==> src/rtl/mdu_seq.sv <==
// Iterative MULTU/DIVU sequencer for the EX stage. Owns HI/LO, runs one
// shift-add (multiply) or restoring-subtract (divide) step per clock for W
// clocks, and raises stall while a HI/LO consumer or a second mult/div meets
// an operation in flight.
//
// state  | meaning
// IDLE   | no operation; HI/LO writable, start accepted
// RUN    | W iterations in progress; busy=1
// DONE   | one-cycle completion; done=1, start accepted as in IDLE
module mdu_seq #(
   parameter int W  = 32,
   parameter int CW = 6
) (
   input  logic         clk,
   input  logic         rst,
   input  logic         start,
   input  logic         op,
   input  logic [W-1:0] rs_val,
   input  logic [W-1:0] rt_val,
   input  logic         rd_req,
   input  logic         wr_hi,
   input  logic         wr_lo,
   input  logic [W-1:0] wdata,
   input  logic         flush,
   output logic [W-1:0] hi,
   output logic [W-1:0] lo,
   output logic         busy,
   output logic         done,
   output logic         stall
);

   localparam logic [1:0] S_IDLE = 2'd0;
   localparam logic [1:0] S_RUN  = 2'd1;
   localparam logic [1:0] S_DONE = 2'd2;

   logic [1:0]    state_q, state_d;
   logic [CW-1:0] cnt_q, cnt_d;
   logic          op_q, op_d;
   logic [W-1:0]  b_q, b_d;
   logic [W-1:0]  hi_q, hi_d;
   logic [W-1:0]  lo_q, lo_d;
   // {upper W+1 bits, lower W bits}: partial product over remaining
   // multiplier bits, or partial remainder over dividend/quotient bits.
   logic [2*W:0]  acc_q, acc_d;

   logic [2*W:0]  acc_step;
   logic [2*W:0]  acc_shl;
   logic [W:0]    add_sum;
   logic [W+1:0]  sub_res;
   logic          last_iter;

   assign last_iter = (cnt_q == CW'(W - 1));

   // One iteration of the selected algorithm on the current accumulator
   always_comb begin
      add_sum  = acc_q[2*W:W] + {1'b0, b_q};
      acc_shl  = {acc_q[2*W-1:0], 1'b0};
      sub_res  = {1'b0, acc_shl[2*W:W]} - {2'b00, b_q};
      acc_step = acc_q;
      if (!op_q) begin
         // multiplier bit at acc[0] selects add, then shift right
         acc_step = {1'b0, (acc_q[0] ? add_sum : acc_q[2*W:W]), acc_q[W-1:1]};
      end else if (!sub_res[W+1]) begin
         // trial subtract did not borrow: keep difference, quotient bit = 1
         acc_step = {sub_res[W:0], acc_shl[W-1:1], 1'b1};
      end else begin
         acc_step = acc_shl;
      end
   end

   // Next-state, operand latch and HI/LO update
   always_comb begin
      state_d = state_q;
      cnt_d   = cnt_q;
      op_d    = op_q;
      b_d     = b_q;
      hi_d    = hi_q;
      lo_d    = lo_q;
      acc_d   = acc_q;
      case (state_q)
         S_RUN: begin
            if (flush) begin
               state_d = S_IDLE;
            end else begin
               acc_d = acc_step;
               cnt_d = cnt_q + CW'(1);
               if (last_iter) begin
                  state_d = S_DONE;
                  hi_d    = acc_step[2*W-1:W];
                  lo_d    = acc_step[W-1:0];
               end
            end
         end
         default: begin
            if (wr_hi) hi_d = wdata;
            if (wr_lo) lo_d = wdata;
            if (start && !flush) begin
               state_d = S_RUN;
               op_d    = op;
               cnt_d   = '0;
               // b holds the addend (multiplicand) or the divisor
               b_d     = op ? rt_val : rs_val;
               acc_d   = {{(W+1){1'b0}}, (op ? rs_val : rt_val)};
            end else begin
               state_d = S_IDLE;
            end
         end
      endcase
   end

   // State registers with synchronous reset
   always_ff @(posedge clk) begin
      if (rst) begin
         state_q <= S_IDLE;
         cnt_q   <= '0;
         op_q    <= 1'b0;
         b_q     <= '0;
         hi_q    <= '0;
         lo_q    <= '0;
         acc_q   <= '0;
      end else begin
         state_q <= state_d;
         cnt_q   <= cnt_d;
         op_q    <= op_d;
         b_q     <= b_d;
         hi_q    <= hi_d;
         lo_q    <= lo_d;
         acc_q   <= acc_d;
      end
   end

   assign hi    = hi_q;
   assign lo    = lo_q;
   assign busy  = (state_q == S_RUN);
   assign done  = (state_q == S_DONE);
   assign stall = busy & (start | rd_req | wr_hi | wr_lo);

endmodule

==> config.mk <==
export PLATFORM = sky130hd
export DESIGN_NAME = mdu_seq
export DESIGN_NICKNAME = d
export VERILOG_FILES = /design/src/rtl/mdu_seq.sv
export SDC_FILE = /design/constraint.sdc
export NUM_CORES = 1
export LEC_CHECK = 0
export ABC_AREA = 1
export ABC_CLOCK_PERIOD_IN_PS = 5200
export CELL_PAD_IN_SITES_DETAIL_PLACEMENT = 1
export CELL_PAD_IN_SITES_GLOBAL_PLACEMENT = 1
export CORE_MARGIN = 1.5
export CORE_UTILIZATION = 42
export DETAILED_ROUTE_END_ITERATION = 10
export HOLD_SLACK_MARGIN = 0.1
export PLACE_DENSITY_LB_ADDON = 0.3
export SLEW_MARGIN = 20
export SYNTH_ARGS = -nofsm -noshare
export SYNTH_HDL_FRONTEND = slang
export SYNTH_SLANG_ARGS = --single-unit
==> constraint.sdc <==
create_clock -name clk -period 5.2 [get_ports clk]
set_input_delay 0.78 -clock clk [delete_from_list [all_inputs] [get_ports clk]]
set_output_delay 0.78 -clock clk [all_outputs]
set_load 0.01 [all_outputs]
Yosys cells after proc, flatten, opt, wreduce, memory -nomap -nowiden --
Cells that the tools add are included.
Word-level totals: output and inout bits 67, memory bits (read-only) 0, latch bits 0, word-level logic and storage cells 53, register bits 170, memories 0, bits in writable memories 0, input bits 104
Cells by class: reduce and logical (&&, ||, !) cells 9, mux-type cells 23, bitwise gates (word level) 5, shift operators 0, $mul 0, eq/ne operators 6, add/sub/neg operators 3, order comparisons 0, divide/modulo/power cells 0
Operators with widths (number):
- $mux 65 | 5
- $mux 32 | 10
- $sub 33x32->34 | 1
- $add 33x32->33 | 1
- $mux 33 | 1
- $mux 6 | 3
- $add 6x1->6 const B | 1
- $eq 6x5->1 const B | 1
- $mux 2 | 3
- $reduce_and 3->1 | 2
- $reduce_bool 2->1 | 3
- $reduce_and 2->1 | 2
- $ne 3x2->1 const B | 1
- $or 1x1->1 | 3
- $eq 2x1->1 const B | 1
- $eq 2x2->1 const B | 1
- $ne 2x1->1 const B | 1
- $ne 2x2->1 const B | 1
- $and 1x1->1 | 1
- $logic_and 1x1->1 | 1
- $logic_not 1->1 | 1
- $mux 1 | 1
- $not 1->1 | 1

Depth between registers and ports, before layout --
depth in word-level cells 6, mapped depth 18, depth with buffers taken out 18

Worst setup path after synthesis --
No wires, ideal clock.
kind register -> register, start reg acc_q[31], end reg acc_q[56], period minus slack after synthesis 2125 ps, cell stages (with the launch flop) 16, setup slack 3075 ps, arrival 2056 ps, path buffers 0, library setup time 70 ps, data required time 5130 ps, cells stage by stage dfxtp_1 inv_1 ha_1 fa_1 inv_1 nand3_1 nand3_1 a21oi_1 or2_2 nand3_1 nand2_1 nand2_1 nand2_1 nand3_1 nand2_1 a21oi_1
Between the ends: cells in the longest elaborated chain, start to end 5
Ends and longest elaborated chain:
- from (decl) | RTL line 44 | logic [2*W:0] acc_q, acc_d;
- from (signal assigned) | RTL line 120 | acc_q <= '0;
- from (signal assigned) | RTL line 128 | acc_q <= acc_d;
- $sub 33x32->34 | RTL line 58 | sub_res = {1'b0, acc_shl[2*W:W]} - {2'b00, b_q};
- $mux 65 | RTL line 63 | end else if (!sub_res[W+1]) begin
- $mux 65 | RTL line 60 | if (!op_q) begin
- $mux 65 | RTL line 82 | if (flush) begin
- $mux 65 | RTL line 80 | case (state_q)
Every way passes these cells. The select of a mux whose other input is x is not followed. A chain may end at the register's enable or synchronous reset.

Worst setup path after layout --
start reg state_q[1], end out busy
Between the ends: cells in the longest elaborated chain, start to end 1
Ends and longest elaborated chain:
- from (decl) | RTL line 36 | logic [1:0] state_q, state_d;
- from (signal assigned) | RTL line 122 | state_q <= state_d;
- $eq 2x1->1 | RTL line 134 | assign busy = (state_q == S_RUN);
- to (decl) | RTL line 27 | output logic busy,
Every way passes these cells.

==> results.json <==
{
  "status": "complete, no violations",
  "cts-htree-levels": 4,
  "cp_common_cell": "inv_1",
  "viasPerCell": 5.77,
  "yosys_warnings": 0,
  "p_leak_nw": 7.16,
  "ant_nets": 0,
  "clockBufferDepth": 2,
  "numClockSinks": 170,
  "port_buffers": 170,
  "ys_types": 45,
  "grt_pass1_wl_mm": 87.0,
  "finalHoldViolCount": 0,
  "startpoint_type": "flip-flop",
  "synth_area_leader_cell": "dfxtp_1",
  "hp-class": "reg2reg",
  "drc": 0,
  "r2r-start": "state_q[1]$_SDFFE_PP0P_",
  "ff2ff_setup_slack_ns": 2.03,
  "worst-path-max-fanout": 47,
  "clk_latency_ns": 0.44,
  "cts_tree": "done",
  "syn_inst": 2163,
  "multi_input_area_um2": 8190,
  "p_total_w": 0.00429,
  "fill_cells": 4203,
  "path_delay_family": "buffers and inverters",
  "fin_skew_ns": 0.0105,
  "wire_per_inst_um": 20.8,
  "vias": 15400,
  "dieWidth_um": 180,
  "avgSynthCellArea_um2": 6.08,
  "dp_hpwl_mm": 43.0,
  "setup_viol": 0,
  "start_util": 0.429,
  "gp_congestion": 0.936,
  "die_y_um": 180,
  "grt_overflow": 0,
  "ff2ff_path_depth": 8,
  "synth_area_leaders": "dfxtp_1 (26%), nand2_1 (16%), inv_1 (8.3%)",
  "crit_required_ns": 4.42,
  "rsz0062_at_grt": "false",
  "ios": 171,
  "cpMaxStageDelayCell": "clkdlybuf4s50_1",
  "path_cells": "inv_1 -> nand2_4 -> inv_1 -> buf_4 -> clkdlybuf4s50_1",
  "slowest_delay_ns": 0.67,
  "syn2layout_area_growth_pct": 18.9,
  "post_cts_buffers": 0,
  "post_cts_resized": 0,
  "antenna_found_initial": 2,
  "cts_root_buffer": "clkbuf_16",
  "ys_ff_latch": 170,
  "drtIter0Drc": 1078,
  "hold_buffers": 0,
  "core_area_um2": 30700,
  "grt.total_usage": 0.339,
  "timing.final.crit_share": 0.638,
  "final_nets": 2430,
  "synth_nets": 2334,
  "clk_pin_slew_worst_paths_ns": 0.07,
  "hp-start": "cnt_q[5]$_SDFFE_PP0P_",
  "synth.cell_area_um2": 13100,
  "max_cap_viol_count": 0,
  "crit_arrival_ns": 2.54,
  "min_period_ns": 3.32,
  "min_to": "cnt_q[5]$_SDFFE_PP0P_",
  "worstMarginPinSlew_ns": 0.955,
  "power.density_nw_per_um2": 275,
  "dieArea_um2": 32400,
  "critPathBufInv": 4,
  "fin_setup_tns_ns": 0,
  "placed_area_um2": 15000,
  "grt_pass1_vias": 15800,
  "cts_made_buffers": 17,
  "slew_viol_final": 0,
  "slew_headroom": 0.362,
  "hold_path_depth": 1,
  "drt_pre_antenna_iters": 5,
  "yosys.area.top_type_share": 0.259,
  "seq_area_frac_synth": 0.259,
  "r2r-end": "hi[7]$_SDFFE_PP0P_",
  "grt_max_degree": 87,
  "core.rowCount": 64,
  "worstSetupEndpointType": "output port",
  "totalWireLength_mm": 55.4,
  "final_area_um2": 15600,
  "seq_area_um2": 3410,
  "peakVddDrop_mv": 0.244,
  "crit_type": "reg2out",
  "fmax_mhz": 302,
  "drive_gt1_frac": 0.0427
}
## registers in the layout (all words and copies together) (netlist names)
name	count
acc_q	65
b_q	32
hi	32
lo	32
cnt_q	6
state_q	2
op_q	1
## per-layer routing
layer / vias to the layer above / global-route usage / part of all wire
met2: 492 / 0.593 / 0.49
met1: 7407 / 0.401 / 0.42
met5: - / 0 / 0
li1: 7329 / - / -
met3: 176 / 0.0371 / 0.036
met4: 0 / 0.197 / 0.060
## cell families after synthesis
logic type	share of synthesized area
xor gates and xnor gates	0.0167
adders and majority gates	0.0649
buffers and inverters	0.120
DFF	0.259
AOI/OAI and AO/OA	0.248
and+or+nand+nor	0.292
## area by class of cell
type	count	share of cell area
Timing Repair Buffer	183	0.115
Sequential cell	170	0.218
Antenna cell	2	0.000320
Clock buffer	22	0.0310
Inverter	303	0.0728
Tap cell	396	0.0317
Clock inverter	9	0.00737
Multi-Input combinational cell	1584	0.524
## through the flow
stage	hold WS [ns]	cells	utilization	worst slack (ns)
floorplan	0.437	2163	-	3.07
finish	0.486	2669	0.510	1.88
detailed placement	0.473	2636	0.490	1.84
global route	0.504	2669	0.510	1.79
CTS	0.482	2667	0.509	1.88
global placement	0.457	2636	0.490	2.07
## Yosys cell counts (all sizes together)
| cell type | number |
|---|---|
| nor4 | 5 |
| o211ai | 43 |
| ha | 65 |
| nor3 | 13 |
| inv | 301 |
| nand2 | 584 |
| and2 | 3 |
| o21a | 1 |
| a21o | 2 |
| nor2 | 179 |
| a31oi | 64 |
| dfxtp | 170 |
| o221a | 1 |
| buf | 14 |
| o21bai | 11 |
| o21ai | 188 |
| xor2 | 17 |
| nor3b | 1 |
| a21oi | 189 |
| xnor2 | 8 |
| nand3 | 126 |
| a221oi | 2 |
| and3 | 1 |
| fa | 2 |
| nand4 | 9 |
| clkinv | 2 |
| or2 | 2 |
| a211oi | 65 |
| nand3b | 3 |
| clkbuf | 92 |
## placed cells by master, fill, tap and decap left out, types with 3 or more instances in the layout
cell type        count
nand2_1            566
inv_1              291
a21oi_1            185
nor2_1             176
o21ai_0            174
dfxtp_1            168
clkdlybuf4s50_1    168
nand3_1            120
a211oi_1            65
ha_1                65
a31oi_1             64
o211ai_1            43
xor2_1              17
clkbuf_16           17
buf_4               14
nand2_2             13
o21ai_1             13
o21bai_1            11
inv_2               10
nor3_1              10
nand4_1              9
xnor2_1              8
nand3_2              6
nand2_4              5
nor4_1               5
clkinvlp_4           5
clkbuf_8             4
nor3_2               3
nand3b_1             3
## report_power, final
group	total [W]	leakage, nW	internal (W)	switching, W
logic	0.00146	5.48	0.000523	0.000941
clock network	0.00132	0.277	0.000758	0.000564
registers	0.00151	1.40	0.00141	0.0000976
total	0.00429	7.16	0.00269	0.00160
## how the worst max path moves through the flow
stage	end	slack (ns)	startpoint	cells past startpoint
floorplan	acc_q[56]$_SDFFE_PP0P_	3.07	acc_q[31]$_SDFFE_PP0P_	15
global placement	cnt_q[4]$_SDFFE_PP0P_	2.07	flush	7
detailed placement	cnt_q[4]$_SDFFE_PP0P_	1.84	flush	7
CTS	busy	1.88	state_q[1]$_SDFFE_PP0P_	5
global route	busy	1.79	state_q[1]$_SDFFE_PP0P_	5
finish	busy	1.88	state_q[1]$_SDFFE_PP0P_	5
Note: power is estimated with default switching activity, not from simulation.
